**config.mk**
```make
export PLATFORM = sky130hd
export DESIGN_NAME = uart_prog_loader
export DESIGN_NICKNAME = d
export VERILOG_FILES = /design/src/rtl/loader_pkg.sv /design/src/rtl/uart_rx_byte.sv /design/src/rtl/uart_prog_loader.sv
export SDC_FILE = /design/constraint.sdc
export NUM_CORES = 1
export LEC_CHECK = 0
export ABC_AREA = 1
export BUFFER_PORTS_ARGS = -buffer_cell sky130_fd_sc_hd__buf_4
export CAP_MARGIN = 25
export CORE_MARGIN = 4
export CORE_UTILIZATION = 63
export DETAILED_ROUTE_END_ITERATION = 10
export PLACE_DENSITY = 0.93
export SLEW_MARGIN = 20
export SYNTH_ARGS = -nofsm -noshare
export SYNTH_HDL_FRONTEND = slang
export SYNTH_SLANG_ARGS = --single-unit
```
**constraint.sdc**
```tcl
create_clock -name clk -period 2.5 [get_ports clk]
set_input_delay 0 -clock clk [delete_from_list [all_inputs] [get_ports clk]]
set_output_delay 0 -clock clk [all_outputs]
set_load 0.02 [all_outputs]
```
**src/rtl/loader_pkg.sv**
```systemverilog
// Shared definitions for the UART program loader.
//
// Contents:
//   proto_state_t : protocol FSM states (SYNC, LEN, DATA, CSUM, DONE, ERR)
//   rx_state_t    : UART byte-engine states
//   SYNC_BYTE     : frame start marker
//   ERR_*         : err_code encodings reported by the loader
package loader_pkg;

    typedef enum logic [2:0] {
        SYNC,
        LEN,
        DATA,
        CSUM,
        DONE,
        ERR
    } proto_state_t;

    typedef enum logic [1:0] {
        RX_IDLE,
        RX_START,
        RX_BITS,
        RX_STOP
    } rx_state_t;

    localparam logic [7:0] SYNC_BYTE = 8'hA5;

    typedef logic [1:0] err_code_t;

    localparam err_code_t ERR_NONE    = 2'b00;
    localparam err_code_t ERR_FRAME   = 2'b01;
    localparam err_code_t ERR_CSUM    = 2'b10;
    localparam err_code_t ERR_TIMEOUT = 2'b11;

endpackage

```
**src/rtl/uart_rx_byte.sv**
```systemverilog
// UART receive byte engine: 2-FF synchronizer on rxd followed by a
// bit-timing FSM (8N1, LSB first). A falling edge on the synchronized line
// starts a byte; the start bit is re-checked half a bit later to reject
// glitches, then data and stop bits are sampled every DIV cycles.
//
// Ports:
//   clk        in   system clock
//   rst        in   synchronous, active-high reset
//   rxd        in   serial input, idle high, asynchronous to clk
//   byte_valid out  1-cycle pulse, byte_data holds a good byte
//   byte_data  out  received byte (valid while byte_valid is high)
//   frame_err  out  1-cycle pulse, stop bit was sampled low
module uart_rx_byte
    import loader_pkg::*;
#(
    parameter int DIV = 868
) (
    input  logic       clk,
    input  logic       rst,
    input  logic       rxd,
    output logic       byte_valid,
    output logic [7:0] byte_data,
    output logic       frame_err
);

    localparam int CNT_W = $clog2(DIV);
    localparam logic [CNT_W-1:0] HALF_M1 = CNT_W'(DIV / 2 - 1);
    localparam logic [CNT_W-1:0] DIV_M1  = CNT_W'(DIV - 1);

    if (DIV < 4) begin : g_div_check
        $error("uart_rx_byte: DIV must be at least 4");
    end

    logic            rx_meta;
    logic            rx_sync;
    logic            rx_prev;
    rx_state_t       state;
    rx_state_t       state_d;
    logic [CNT_W-1:0] cnt;
    logic [CNT_W-1:0] cnt_d;
    logic [2:0]      bit_idx;
    logic [2:0]      bit_idx_d;
    logic [7:0]      shreg;
    logic [7:0]      shreg_d;
    logic            valid_d;
    logic            ferr_d;

    // NOTE: sequential state uses non-blocking assignments so every flop
    // samples the pre-edge values; blocking here would chain the synchronizer
    // stages into a single flop.
    always_ff @(posedge clk) begin
        if (rst) begin
            // Idle-high line: presetting to 1 prevents a phantom start edge
            // right after reset.
            rx_meta    <= 1'b1;
            rx_sync    <= 1'b1;
            rx_prev    <= 1'b1;
            state      <= RX_IDLE;
            cnt        <= '0;
            bit_idx    <= '0;
            shreg      <= '0;
            byte_valid <= 1'b0;
            frame_err  <= 1'b0;
        end else begin
            rx_meta    <= rxd;
            rx_sync    <= rx_meta;
            rx_prev    <= rx_sync;
            state      <= state_d;
            cnt        <= cnt_d;
            bit_idx    <= bit_idx_d;
            shreg      <= shreg_d;
            byte_valid <= valid_d;
            frame_err  <= ferr_d;
        end
    end

    // NOTE: every variable gets a default before the case statement so no
    // path leaves one unassigned, which would infer a latch.
    always_comb begin
        state_d   = state;
        cnt_d     = cnt + CNT_W'(1);
        bit_idx_d = bit_idx;
        shreg_d   = shreg;
        valid_d   = 1'b0;
        ferr_d    = 1'b0;
        case (state)
            RX_IDLE: begin
                cnt_d = '0;
                if (rx_prev && !rx_sync) begin
                    state_d = RX_START;
                end
            end
            RX_START: begin
                if (cnt == HALF_M1) begin
                    cnt_d     = '0;
                    bit_idx_d = '0;
                    // Line back high at mid start bit: a glitch, not a byte.
                    state_d   = rx_sync ? RX_IDLE : RX_BITS;
                end
            end
            RX_BITS: begin
                if (cnt == DIV_M1) begin
                    cnt_d     = '0;
                    shreg_d   = {rx_sync, shreg[7:1]};
                    bit_idx_d = bit_idx + 3'd1;
                    if (bit_idx == 3'd7) begin
                        state_d = RX_STOP;
                    end
                end
            end
            RX_STOP: begin
                if (cnt == DIV_M1) begin
                    cnt_d   = '0;
                    state_d = RX_IDLE;
                    valid_d = rx_sync;
                    ferr_d  = !rx_sync;
                end
            end
            default: state_d = RX_IDLE;
        endcase
    end

    // The shift register only moves in RX_BITS, so it is stable during the
    // byte_valid pulse.
    assign byte_data = shreg;

endmodule

```
**src/rtl/uart_prog_loader.sv**
```systemverilog
// Serial program loader for the single-cycle CPU's instruction memory.
// Receives a frame  A5 | L | 4*L data bytes (little-endian words) | XOR
// checksum  over UART and writes each word through the memory write port.
// The CPU is held in reset until a load completes with a good checksum.
// L = 0 means a full 2**ADDR_W-word image; L above 2**ADDR_W still loads
// 2**ADDR_W words and is then reported as a checksum error.
//
// Configuration macro: LOADER_TIMEOUT_EN
//   defined   : an inter-byte timeout of TIMEOUT_CYC cycles in LEN/DATA/CSUM
//               aborts the load with err_code 11.
//   undefined : no timeout; the loader waits indefinitely.
//
// Ports:
//   clk        in   system clock
//   rst        in   synchronous, active-high reset
//   rxd        in   UART serial input, idle high
//   imem_we    out  one-cycle instruction-memory write strobe
//   imem_addr  out  word address of the write
//   imem_wdata out  word to write
//   cpu_rst    out  1 = CPU held in reset
//   load_done  out  1 = last load completed with a good checksum
//   load_err   out  1 = last load aborted
//   err_code   out  00 none, 01 framing, 10 checksum, 11 timeout
module uart_prog_loader
    import loader_pkg::*;
#(
    parameter int CLK_HZ      = 100000000,
    parameter int BAUD        = 115200,
    parameter int ADDR_W      = 6,
    parameter int TIMEOUT_CYC = 1000000
) (
    input  logic              clk,
    input  logic              rst,
    input  logic              rxd,
    output logic              imem_we,
    output logic [ADDR_W-1:0] imem_addr,
    output logic [31:0]       imem_wdata,
    output logic              cpu_rst,
    output logic              load_done,
    output logic              load_err,
    output logic [1:0]        err_code
);

    localparam int DIV   = CLK_HZ / BAUD;
    localparam int DEPTH = 2 ** ADDR_W;
    localparam int LEN_W = ADDR_W + 1;

    if (TIMEOUT_CYC < 1) begin : g_tmo_check
        $error("uart_prog_loader: TIMEOUT_CYC must be positive");
    end

    logic       byte_valid;
    logic [7:0] byte_data;
    logic       frame_err;

    uart_rx_byte #(
        .DIV (DIV)
    ) u_rx (
        .clk        (clk),
        .rst        (rst),
        .rxd        (rxd),
        .byte_valid (byte_valid),
        .byte_data  (byte_data),
        .frame_err  (frame_err)
    );

    proto_state_t      state,     state_d;
    logic [LEN_W-1:0]  len_words, len_d;
    logic              len_bad,   len_bad_d;
    logic [ADDR_W-1:0] word_idx,  idx_d;
    logic [1:0]        lane,      lane_d;
    logic [7:0]        acc,       acc_d;
    logic [23:0]       wbuf,      wbuf_d;
    logic              we_d;
    logic [ADDR_W-1:0] addr_d;
    logic [31:0]       wdata_d;
    logic              cpu_rst_d, done_d, err_d;
    err_code_t         code_d;
    logic              abort;
    err_code_t         abort_code;
    logic              tmo_hit;
    logic              in_load;

    assign in_load = (state == LEN) || (state == DATA) || (state == CSUM);

`ifdef LOADER_TIMEOUT_EN
    localparam int TMO_W = $clog2(TIMEOUT_CYC + 1);
    logic [TMO_W-1:0] tmo_cnt;

    // Counts idle cycles between bytes; held at zero outside a load.
    always_ff @(posedge clk) begin
        if (rst || !in_load || byte_valid) begin
            tmo_cnt <= '0;
        end else begin
            tmo_cnt <= tmo_cnt + TMO_W'(1);
        end
    end

    assign tmo_hit = in_load && !byte_valid && (tmo_cnt == TMO_W'(TIMEOUT_CYC - 1));
`else
    assign tmo_hit = 1'b0;
`endif

    always_ff @(posedge clk) begin
        if (rst) begin
            state      <= SYNC;
            len_words  <= '0;
            len_bad    <= 1'b0;
            word_idx   <= '0;
            lane       <= '0;
            acc        <= '0;
            wbuf       <= '0;
            imem_we    <= 1'b0;
            imem_addr  <= '0;
            imem_wdata <= '0;
            cpu_rst    <= 1'b1;
            load_done  <= 1'b0;
            load_err   <= 1'b0;
            err_code   <= ERR_NONE;
        end else begin
            state      <= state_d;
            len_words  <= len_d;
            len_bad    <= len_bad_d;
            word_idx   <= idx_d;
            lane       <= lane_d;
            acc        <= acc_d;
            wbuf       <= wbuf_d;
            imem_we    <= we_d;
            imem_addr  <= addr_d;
            imem_wdata <= wdata_d;
            cpu_rst    <= cpu_rst_d;
            load_done  <= done_d;
            load_err   <= err_d;
            err_code   <= code_d;
        end
    end

    always_comb begin
        state_d    = state;
        len_d      = len_words;
        len_bad_d  = len_bad;
        idx_d      = word_idx;
        lane_d     = lane;
        acc_d      = acc;
        wbuf_d     = wbuf;
        we_d       = 1'b0;
        addr_d     = imem_addr;
        wdata_d    = imem_wdata;
        cpu_rst_d  = cpu_rst;
        done_d     = load_done;
        err_d      = load_err;
        code_d     = err_code;
        abort      = 1'b0;
        abort_code = ERR_NONE;

        if (in_load) begin
            if (frame_err) begin
                abort      = 1'b1;
                abort_code = ERR_FRAME;
            end else if (tmo_hit) begin
                abort      = 1'b1;
                abort_code = ERR_TIMEOUT;
            end
        end

        case (state)
            SYNC, DONE: begin
                // Framing errors and non-sync bytes are ignored while idle.
                if (byte_valid && byte_data == SYNC_BYTE) begin
                    state_d   = LEN;
                    cpu_rst_d = 1'b1;
                    done_d    = 1'b0;
                    err_d     = 1'b0;
                    code_d    = ERR_NONE;
                    idx_d     = '0;
                    lane_d    = '0;
                    acc_d     = '0;
                end
            end
            LEN: begin
                if (byte_valid) begin
                    len_bad_d = int'(byte_data) > DEPTH;
                    // Oversized lengths still stop at the last address; the
                    // flag turns the final checksum compare into an error.
                    if (byte_data == 8'd0 || len_bad_d) begin
                        len_d = LEN_W'(DEPTH);
                    end else begin
                        len_d = LEN_W'(byte_data);
                    end
                    state_d = DATA;
                end
            end
            DATA: begin
                if (byte_valid) begin
                    acc_d  = acc ^ byte_data;
                    lane_d = lane + 2'd1;
                    case (lane)
                        2'd0: wbuf_d[7:0]   = byte_data;
                        2'd1: wbuf_d[15:8]  = byte_data;
                        2'd2: wbuf_d[23:16] = byte_data;
                        default: begin
                            we_d    = 1'b1;
                            addr_d  = word_idx;
                            wdata_d = {byte_data, wbuf};
                            // The index stops at the last word written so it
                            // never wraps past the top of memory.
                            if ({1'b0, word_idx} + LEN_W'(1) == len_words) begin
                                state_d = CSUM;
                            end else begin
                                idx_d = word_idx + ADDR_W'(1);
                            end
                        end
                    endcase
                end
            end
            CSUM: begin
                if (byte_valid) begin
                    if (byte_data == acc && !len_bad) begin
                        state_d   = DONE;
                        cpu_rst_d = 1'b0;
                        done_d    = 1'b1;
                    end else begin
                        abort      = 1'b1;
                        abort_code = ERR_CSUM;
                    end
                end
            end
            ERR: begin
                // Error flags stay latched in SYNC until the next sync byte.
                state_d = SYNC;
            end
            default: state_d = SYNC;
        endcase

        if (abort) begin
            state_d   = ERR;
            cpu_rst_d = 1'b1;
            done_d    = 1'b0;
            err_d     = 1'b1;
            code_d    = abort_code;
        end
    end

endmodule
```
==> Word level (Yosys, flattened, before mapping) <==
Cells that the tools add are included.
{ "totals": {"ff_bits": 123, "input_bits": 3, "out_inout_bits": 44, "wordCells": 167} }
{ "classes": {"addsub": 5, "order_cmp": 1, "eq_ne": 35, "muxes": 57, "bitwise_logic": 6, "reduce_logical": 37} }
{ "op_table": {"columns": ["operator", "n"], "rows": [
  ["3-bit two-way mux", 10],
  ["10-bit one-hot mux with 3 select lines", 1],
  ["2-bit two-way mux", 13],
  ["6-bit two-way mux", 4],
  ["10-bit two-way mux", 2],
  ["2-bit by 1-bit inequality test with 1-bit output, second input constant", 10],
  ["3-bit AND reduction", 6],
  ["1-bit two-way mux", 16],
  ["8-bit two-way mux", 2],
  ["8-bit one-hot mux with 2 select lines", 1],
  ["3-bit by 2-bit inequality test with 1-bit output, second input constant", 5],
  ["7-bit AND reduction", 2],
  ["3-bit one-hot mux with 4 select lines", 1],
  ["6-bit one-hot mux with 2 select lines", 1],
  ["10-bit by 1-bit adder with 10-bit output, second input constant", 1],
  ["10-bit equality test, second input constant", 1],
  ["10-bit by 9-bit equality test with 1-bit output, second input constant", 1],
  ["5-bit AND reduction", 2],
  ["2-bit nonzero test", 5],
  ["3-bit OR reduction", 3],
  ["8-bit equality test", 1],
  ["8-bit equality test, second input constant", 1],
  ["8-bit by 7-bit greater-than comparator with 1-bit output, second input constant", 1],
  ["8-bit logical NOT", 1],
  ["other kinds (27)", 50]
]} }

==> Depth between registers and ports, before layout <==
Gate-level depths: netlist of the first run.
{ "logic_depth": {"ltp_word": 9, "ltp_mapped": 16, "depth_no_buf": 16} }

==> Modules after synthesis <==
Synthesis of the first run repeated with hierarchy kept, for this count alone.
{ "unflattened": {"hier_cells": 714, "hier_area_um2": 5341.4} }
{ "modules_own_cells": {"columns": ["mod", "n_inst", "cells_each", "area_per_inst_um2", "seq_area_each_um2"], "rows": [
  ["uart_prog_loader", 1, 560, 4145.2, 1901.8],
  ["uart_rx_byte", 1, 154, 1196.1, 560.5]
]} }

==> Worst setup path after synthesis of the first run <==
No wires, ideal clock.
{ "synth_path": {"kind": "register -> register", "start": "reg word_idx[0]", "end": "reg state[2]", "setup_ps": 114, "arrival_ps": 1565, "required_ps": 2386, "slack_ps": 821, "path_stages_with_launch": 14, "n_path_buf": 0, "synth_period_minus_slack_ps": 1679, "cell_sequence": "dfxtp_1 > ha_1 > xnor2_1 > nand2_1 > nor2_2 > nand2_2 > nor2_4 > nand3_2 > nand2_2 > nand2_2 > nand2_2 > nand2_1 > nand2_1 > nor2_2"} }
{ "synth_via": {"elab_chain_cells": 4} }
{ "synth_lines": {"columns": ["element", "line_no", "text"], "rows": [
  ["from (decl)", "uart_prog_loader.sv:70", "logic [ADDR_W-1:0] word_idx, idx_d;"],
  ["from (signal assigned)", "uart_prog_loader.sv:124", "word_idx <= idx_d;"],
  ["6-bit by 1-bit adder with 7-bit output", "uart_prog_loader.sv:207", "if ({1'b0, word_idx} + LEN_W'(1) == len_words) begin"],
  ["7-bit equality test", "uart_prog_loader.sv:207", null],
  ["3-bit by 2-bit inequality test with 1-bit output (no line)", null, null],
  ["7-bit AND reduction (no line)", null, null],
  ["to (signal assigned)", "uart_prog_loader.sv:121", "state <= state_d;"],
  ["to (decl)", "uart_prog_loader.sv:67", "proto_state_t state, state_d;"]
]} }
Every way passes these cells.
A chain may end at the register's enable or synchronous reset.

==> Final worst setup path of the first run <==
{ "layout_path": {"start": "reg u_rx.cnt[0]", "end": "reg u_rx.shreg[6], in the netlist u_rx.byte_data[6]"} }
{ "layout_via": {"elab_chain_cells": 2} }
{ "layout_lines": {"columns": ["element", "line_no", "text"], "rows": [
  ["from (decl)", "uart_rx_byte.sv:39", "logic [CNT_W-1:0] cnt;"],
  ["from (signal assigned)", "uart_rx_byte.sv:69", "cnt <= cnt_d;"],
  ["10-bit equality test", "uart_rx_byte.sv:102", "if (cnt == DIV_M1) begin"],
  ["2-bit AND reduction (no line)", null, null],
  ["to (signal assigned)", "uart_rx_byte.sv:71", "shreg <= shreg_d;"],
  ["to (decl)", "uart_rx_byte.sv:43", "logic [7:0] shreg;"]
]} }
Every way passes these cells.

==> metrics.md, run 1 <==
| Metric | Value |
|---|---|
| Outcome | `completed` |
| Post-DP HPWL | `8378 um` |
| Final Instance Area | `0.006302 mm^2` |
| PortBufs | `46` |
| Min-delay src | `rxd` |
| Number of H-tree levels | `4` |
| Clk root buf | `clkbuf_8` |
| ANT cells | `0` |
| Hold Crit Class | `in -> reg` |
| Die ar. | `0.009888 mm^2` |
| Top FF cell, synth | `dfxtp_1` |
| Layout Skew | `6.827 ps` |
| Fraction of layout cells with a size suffix above 1 | `15.46%` |
| FP Rows | `33` |
| Met1 WL | `5242 um` |
| CTS tree | `done` |
| DR top layer | `met4` |
| GRT overflow | `0` |
| Pleak | `0.002508 uW` |
| DR WL met3 | `1155 um` |
| Largest family of logic cells by synthesized area | `simple AND/OR/NAND/NOR gates` |
| Die Span X | `99.44 um` |
| Antenna violations before repair | `0` |
| CP Cell Sequence | `ha_1, inv_1, nor3_1, nand4_1, or2_1, o21ai_0, a21oi_1` |
| Core area | `0.008175 mm^2` |
| Fin crit share | `84.47%` |
| Placed Area | `0.005645 mm^2` |
| Worst VDD drop | `0.4740 mV` |
| Iter 0 DRT Violations | `631` |
| CP Launch Point | `u_rx.cnt[0]` |
| Slew headroom | `51.34%` |
| Maxcap violations | `0` |
| Synthesized instance count | `700` |
| TritonCTS Buffers | `17` |
| Crit path launch type | `flop` |
| DR WL/cell | `15.93 um` |
| Post-Synth Adder-Cell Area | `3.088%` |
| Tot GR Track Use | `28.39%` |
| Worst setup slack after layout | `388.2 ps` |
| Final layout net count | `760` |
| Number of synthesized register bits | `123` |
| Arrival time of the worst setup path | `2480 ps` |
| CTS Sinks | `123` |
| Routed Antenna Nets | `0` |
| Starting Density | `64.43%` |
| Most frequent cell after synthesis | `dfxtp_1` |
| Largest net degree at the start of global routing | `59` |
| Largest cells by area after synthesis | `dfxtp_1 (47%), a21oi_1 (8.8%), nand2_1 (8.3%)` |
| Register area share after synthesis | `46.75%` |
| WL final | `13730 um` |
| Post-layout util | `77.09%` |
| Max clock buf depth | `2` |
| Slowest cell on crit path | `or2_1` |
| Reg-to-reg startpoint | `u_rx.cnt[0]` |
| Synth cell count leaders | `dfxtp_1 (123), nand2_1 (117), nor2_1 (112)` |
| Final min period | `2112 ps` |
| Number of remaining DRC errors | `0` |
| Hold Vio Cnt, Final | `0` |
| Worst slew pin tran | `729.0 ps` |
| Max Fanout on Critical Path | `16` |
| Final TNS setup | `0 ps` |
| Required time worst endpoint | `2870 ps` |
| Synthesis Warnings | `0` |
| Detailed Routing Iterations Pass 1 | `8` |
| GPL Wtd Cong | `0.8762` |
| Setup Crit Path Kind | `reg -> reg` |
| Met2 WL post-DR | `6660 um` |
| First-pass GRT wire length | `22680 um` |
| Vias in the first global route | `4962` |
| Via density | `5.943` |
| Async S/R FF share, synth | `0%` |
| Setup repair bufs after CTS | `0` |
| Netlist Area Pre-Place | `0.005268 mm^2` |
| Slowest cell delay on critical path | `450 ps` |
| Max-slew violations | `0` |
| Syn nets | `716` |
| Compound-Gate Fraction of Synth Area | `15.01%` |
| Placed Cells | `828` |
| Final setup fails | `0` |
| Area Growth Syn to Fin | `19.64%` |
| Die H | `99.44 um` |
| Highest Clock Rate | `473.5 MHz` |
| EDFF count, synth | `0` |
| I/O Pins | `47` |
| Post-synthesis simple-gate area fraction | `26.67%` |
| Pre-CTS setup slack | `581.3 ps` |
| Largest area contributor in the netlist | `dfxtp_1` |
| Post-synthesis cell type count | `38` |
| Pwr dens | `748.4 mW/mm^2` |
| RSZ-0062 raised after global routing | `no` |
| Post-synthesis mux area share | `0%` |
| Worst Setup End Kind | `flop` |
| CTS clk-pin slew, worst paths | `60 ps` |
| Routed vias | `5123` |
| Avg Synthesized Cell Area | `7.525 um^2` |
| Clk Latency, worst-skew pair | `520 ps` |
| Yosys top cell area share | `46.75%` |
| Synth Area in XOR/XNOR | `1.330%` |
| Final Non-Filler Cells | `862` |
-- repair_timing --
action / 4_1_cts / 5_1_grt
hold buffers: 2 / 0
hold endpoints to repair: 43 / 0
endpoints found under the setup margin: 0 / 0
gates resized for setup: 0 / 0
-- power by group --
part | leakage [uW] | switching [uW] | internal [uW]
Combinational | 0.00121 | 72.3 | 30.5
Clock | 0.000307 | 902 | 1730
Sequential | 0.000991 | 10.4 | 1970
-- final timing paths --
kind              slack, ps           endpoint  cells after the start
setup / recovery        390  u_rx.byte_data[6]                      7
hold / removal          220       u_rx.rx_meta                      3
setup reg to reg        390  u_rx.byte_data[6]                      7
hold reg to reg         420       u_rx.rx_sync                      1
-- logic make-up (layout without fill, tap and decap cells) --
family,Yosys count,in the layout
compound gates,145,145
xor+xnor,8,8
fa+ha+maj,13,13
buf+inv,91,148
flops,123,123
simple gates,320,320
-- placed cells by master, fill, tap and decap left out, types with 2 or more instances in the layout --
cell type        n
nand2_1        117
nor3_2           3
a21oi_1         93
xor2_1           3
a211oi_1         8
nand3b_1         2
xnor2_1          5
or2_2            2
nor2_1         112
nand3_1         44
nand4_1          8
a31oi_1          4
clkbuf_16       16
nor3_1           7
o211a_1          3
o211ai_1         2
dfxtp_1        123
inv_2            6
nor2_2           8
nand2_2          7
nor2_4           2
clkinv_4         3
o21ai_2          2
bufinv_16        5
nor4_1           3
dlygate4sd3_1    2
o21ai_0         28
inv_6            3
ha_1            13
a21oi_2          2
inv_1           55
clkbuf_1         2
buf_4           52
-- critical path: cells and delay by family, from the launching register on --
family                   cells  cell delay, ps
flip-flops                   1             370
adder cells (fa/ha/maj)      1             220
AO/OA/AOI/OAI                2             460
buffers and inverters        1              80
AND/OR/NAND/NOR              3             840
-- layer usage --
metal / GRT usage, % / vias up
met5: 0 / -
li1: - / 2379
met3: 6.802 / 96
met1: 33.62 / 2329
met2: 47.42 / 319
met4: 15.55 / 0
-- area by class of cell --
cell class | instances | area [um^2]
Fill cell | 497 | 1873
Multi-Input combinational cell | 486 | 2429
Tap cell | 105 | 131.4
Clock inverter | 13 | 215.2
Timing Repair Buffer | 54 | 410.4
Clock buffer | 19 | 421.7
Sequential cell | 123 | 2462
Inverter | 62 | 232.7
-- state kept, by name (all words and copies together), names as in the netlist, 2 cells and up, named ones only --
register        cells
len_words           7
state               3
lane                2
u_rx.cnt           10
imem_wdata         32
imem_addr           6
acc                 8
word_idx            6
u_rx.bit_idx        3
err_code            2
wbuf               24
u_rx.byte_data      8
-- per-stage QoR --
step,total power [uW],hold slack [ps]
3_5_place_dp,2116,188.3
5_1_grt,4834,254.2
2_1_floorplan,2094,103.8
4_1_cts,4726,198.9
6_report,4717,220.9
3_3_place_gp,2107,184.2
Power figures use the tool's default switching activity.
==> run 2, diff against run 1 <==
ABC_AREA = 0   (was 1)
CORE_UTILIZATION = 53   (was 63)
PLACE_DENSITY = 0.84   (was 0.93)
clock period = 1.9 ns   (was 2.5 ns; I/O delays follow)
==> metrics.md, run 2 <==
| Metric | Value |
|---|---|
| Die H | `107.3 um` |
| Worst VDD drop | `0.6593 mV` |
| Via density | `5.604` |
| Post-synthesis cell type count | `52` |
| WL final | `13540 um` |
| Most frequent cell after synthesis | `nand2_1` |
| Syn nets | `657` |
| GPL Wtd Cong | `0.8311` |
| Final setup fails | `7` |
| Clk root buf | `clkbuf_8` |
| Worst Setup End Kind | `flop` |
| Reg2reg setup slack | `-340 ps` |
| Final min period | `2238 ps` |
| TritonCTS Buffers | `17` |
| Netlist Area Pre-Place | `0.005230 mm^2` |
| ANT cells | `0` |
| Hold Crit Class | `reg -> reg` |
| Most frequent cells in the layout | `nand2_1 (135), dfxtp_1 (116), buf_4 (96)` |
| Area Growth Syn to Fin | `29.93%` |
| Top FF cell, synth | `dfxtp_1` |
| Number of H-tree levels | `4` |
| Clk Latency, worst-skew pair | `530 ps` |
| DR WL/cell | `15.78 um` |
| Synthesized instance count | `641` |
| CTS tree | `done` |
| Avg Synthesized Cell Area | `8.159 um^2` |
| Register area share after synthesis | `47.08%` |
| Maxcap violations | `0` |
| Worst slew pin tran | `532.7 ps` |
| Antenna violations before repair | `0` |
| Arrival time of the worst setup path | `2650 ps` |
| First-pass GRT wire length | `22440 um` |
| Largest area contributor in the netlist | `dfxtp_1` |
| Tot GR Track Use | `24.25%` |
| PortBufs | `46` |
| Vias in the first global route | `4753` |
| Regs by FF count | `imem_wdata (32), wbuf (24), u_rx.cnt (10)` |
| CTS clk-pin slew, worst paths | `60 ps` |
| Iter 0 DRT Violations | `403` |
| Number of synthesized register bits | `123` |
| EDFF count, synth | `0` |
| Outcome | `complete, but fails checks` |
| Highest Clock Rate | `446.8 MHz` |
| I/O Pins | `47` |
| Die ar. | `0.01152 mm^2` |
| Pre-CTS setup slack | `-330.9 ps` |
| Largest cells by area after synthesis | `dfxtp_1 (47%), nand2_1 (9.7%), a21oi_1 (8.4%)` |
| Setup Crit Path Kind | `reg -> reg` |
| Slew headroom | `64.36%` |
| Pleak | `0.002687 uW` |
| Reg with most FFs | `imem_wdata` |
| RSZ-0062 raised after global routing | `yes` |
| Layout Skew | `9.275 ps` |
| Post-DP HPWL | `8276 um` |
| Max-slew violations | `0` |
| Fin crit share | `117.8%` |
| Core area | `0.009415 mm^2` |
| Pwr dens | `895.7 mW/mm^2` |
| Max FFs per register | `32` |
| FP Rows | `35` |
| Commonest non-fill, non-tap cell in the layout | `nand2_1` |
| GRT overflow | `0` |
| Crit path launch type | `flop` |
| Final layout net count | `732` |
| Hold slack | `406.4 ps` |
| Die Span X | `107.3 um` |
| Yosys top cell area share | `47.08%` |
| Post-layout util | `72.17%` |
| Fraction of layout cells with a size suffix above 1 | `24.01%` |
| Failing checks | `negative setup slack` |
| Synthesis Warnings | `0` |
| Starting Density | `55.55%` |
| Largest net degree at the start of global routing | `49` |
| Routed Antenna Nets | `0` |
| Async S/R FF share, synth | `0%` |
| Detailed Routing Iterations Pass 1 | `5` |
| Number of remaining DRC errors | `0` |
| Max Fanout on Critical Path | `5` |
| Max clock buf depth | `2` |
| Routed vias | `4808` |
| Worst setup slack after layout | `-338.0 ps` |
| CTS Sinks | `123` |
| Required time worst endpoint | `2320 ps` |
| Hold Vio Cnt, Final | `0` |
| Synth cell count leaders | `nand2_1 (135), dfxtp_1 (123), a21oi_1 (88)` |
-- run 2: cell types whose count changed in the layout (fill, tap and decap cells not counted), moves of 7 or more --
cell | previous run | this run
a211oi_1 | 8 | 1
buf_4 | 52 | 96
dfxtp_1 | 123 | 116
inv_1 | 55 | 10
mux2i_1 | 0 | 9
nand2_1 | 117 | 135
nor2_1 | 112 | 52
nor2_2 | 8 | 1
o21ai_0 | 28 | 12
xor2_1 | 3 | 14
-- run 2: through the flow --
step | instance area (um^2) | instances | TNS, ps | power [uW]
floorplan | 5266 | 641 | -684.5 | 2729
global placement | 5988 | 818 | -976.8 | 2755
detailed placement | 5988 | 818 | -1714 | 2765
CTS | 6725 | 857 | -1651 | 6101
global route | 6795 | 858 | -2499 | 6239
finish | 6795 | 858 | -2019 | 6087
-- run 2: what timing repair did --
action                                  in CTS  in global routing
hold endpoints to repair                    19                  0
hold buffers                                 3                  0
resized for setup                           14                 16
gates cloned                                 0                  0
endpoints found under the setup margin      20                 26
setup buffers                                4                  1
pin swaps                                    7                  5
-- run 2: where the power goes --
group | leakage [uW] | switching [uW] | internal, uW
clock | 0.000302 | 1290 | 2080
combinational | 0.00139 | 81.8 | 43.3
sequential | 0.000995 | 9.13 | 2580
total | 0.00269 | 1380 | 4700
-- run 2: worst max-delay path: stages, from the launching register on --
cell	delay [ps]
dfxtp_4	360
ha_4	190
xnor2_2	150
xnor2_1	150
or4_4	560
o31ai_4	370
nor3_2	90
a221o_1	260
-- run 2: logic make-up (layout without fill, tap and decap cells) --
logic type      Yosys count  count (layout)  share of synthesized area [%]
flops                   123             123                          47.08
simple gates            287             287                          25.17
mux                      11              11                          2.153
compound gates          126             126                          14.19
fa+ha+maj                13              13                          3.110
xor+xnor                 25              25                          4.187
buf+inv                  56             144                          4.115
-- run 2: worst paths after layout --
kind | from | to | cells past startpoint
min | u_rx.rx_meta | u_rx.rx_sync | 1
max reg2reg | word_idx[1] | word_idx[3] | 7
min reg2reg | u_rx.rx_meta | u_rx.rx_sync | 1
max | word_idx[1] | word_idx[3] | 7
-- run 2: area by class of cell --
class,instances,area [um^2]
clock buffers,19,431.7
well taps,129,161.4
clock inverters,13,178.9
inverters,10,37.54
fillers,646,2620
flip-flops and latches,123,2479
multi-input cells,462,2696
repair buffers,102,810.8
-- run 2: layer usage --
layer | track usage, % | share of wire (%)
met1 | 29.34 | 42
met3 | 5.759 | 5.1
met5 | 0 | 0
met2 | 42.00 | 51
met4 | 8.747 | 2.5
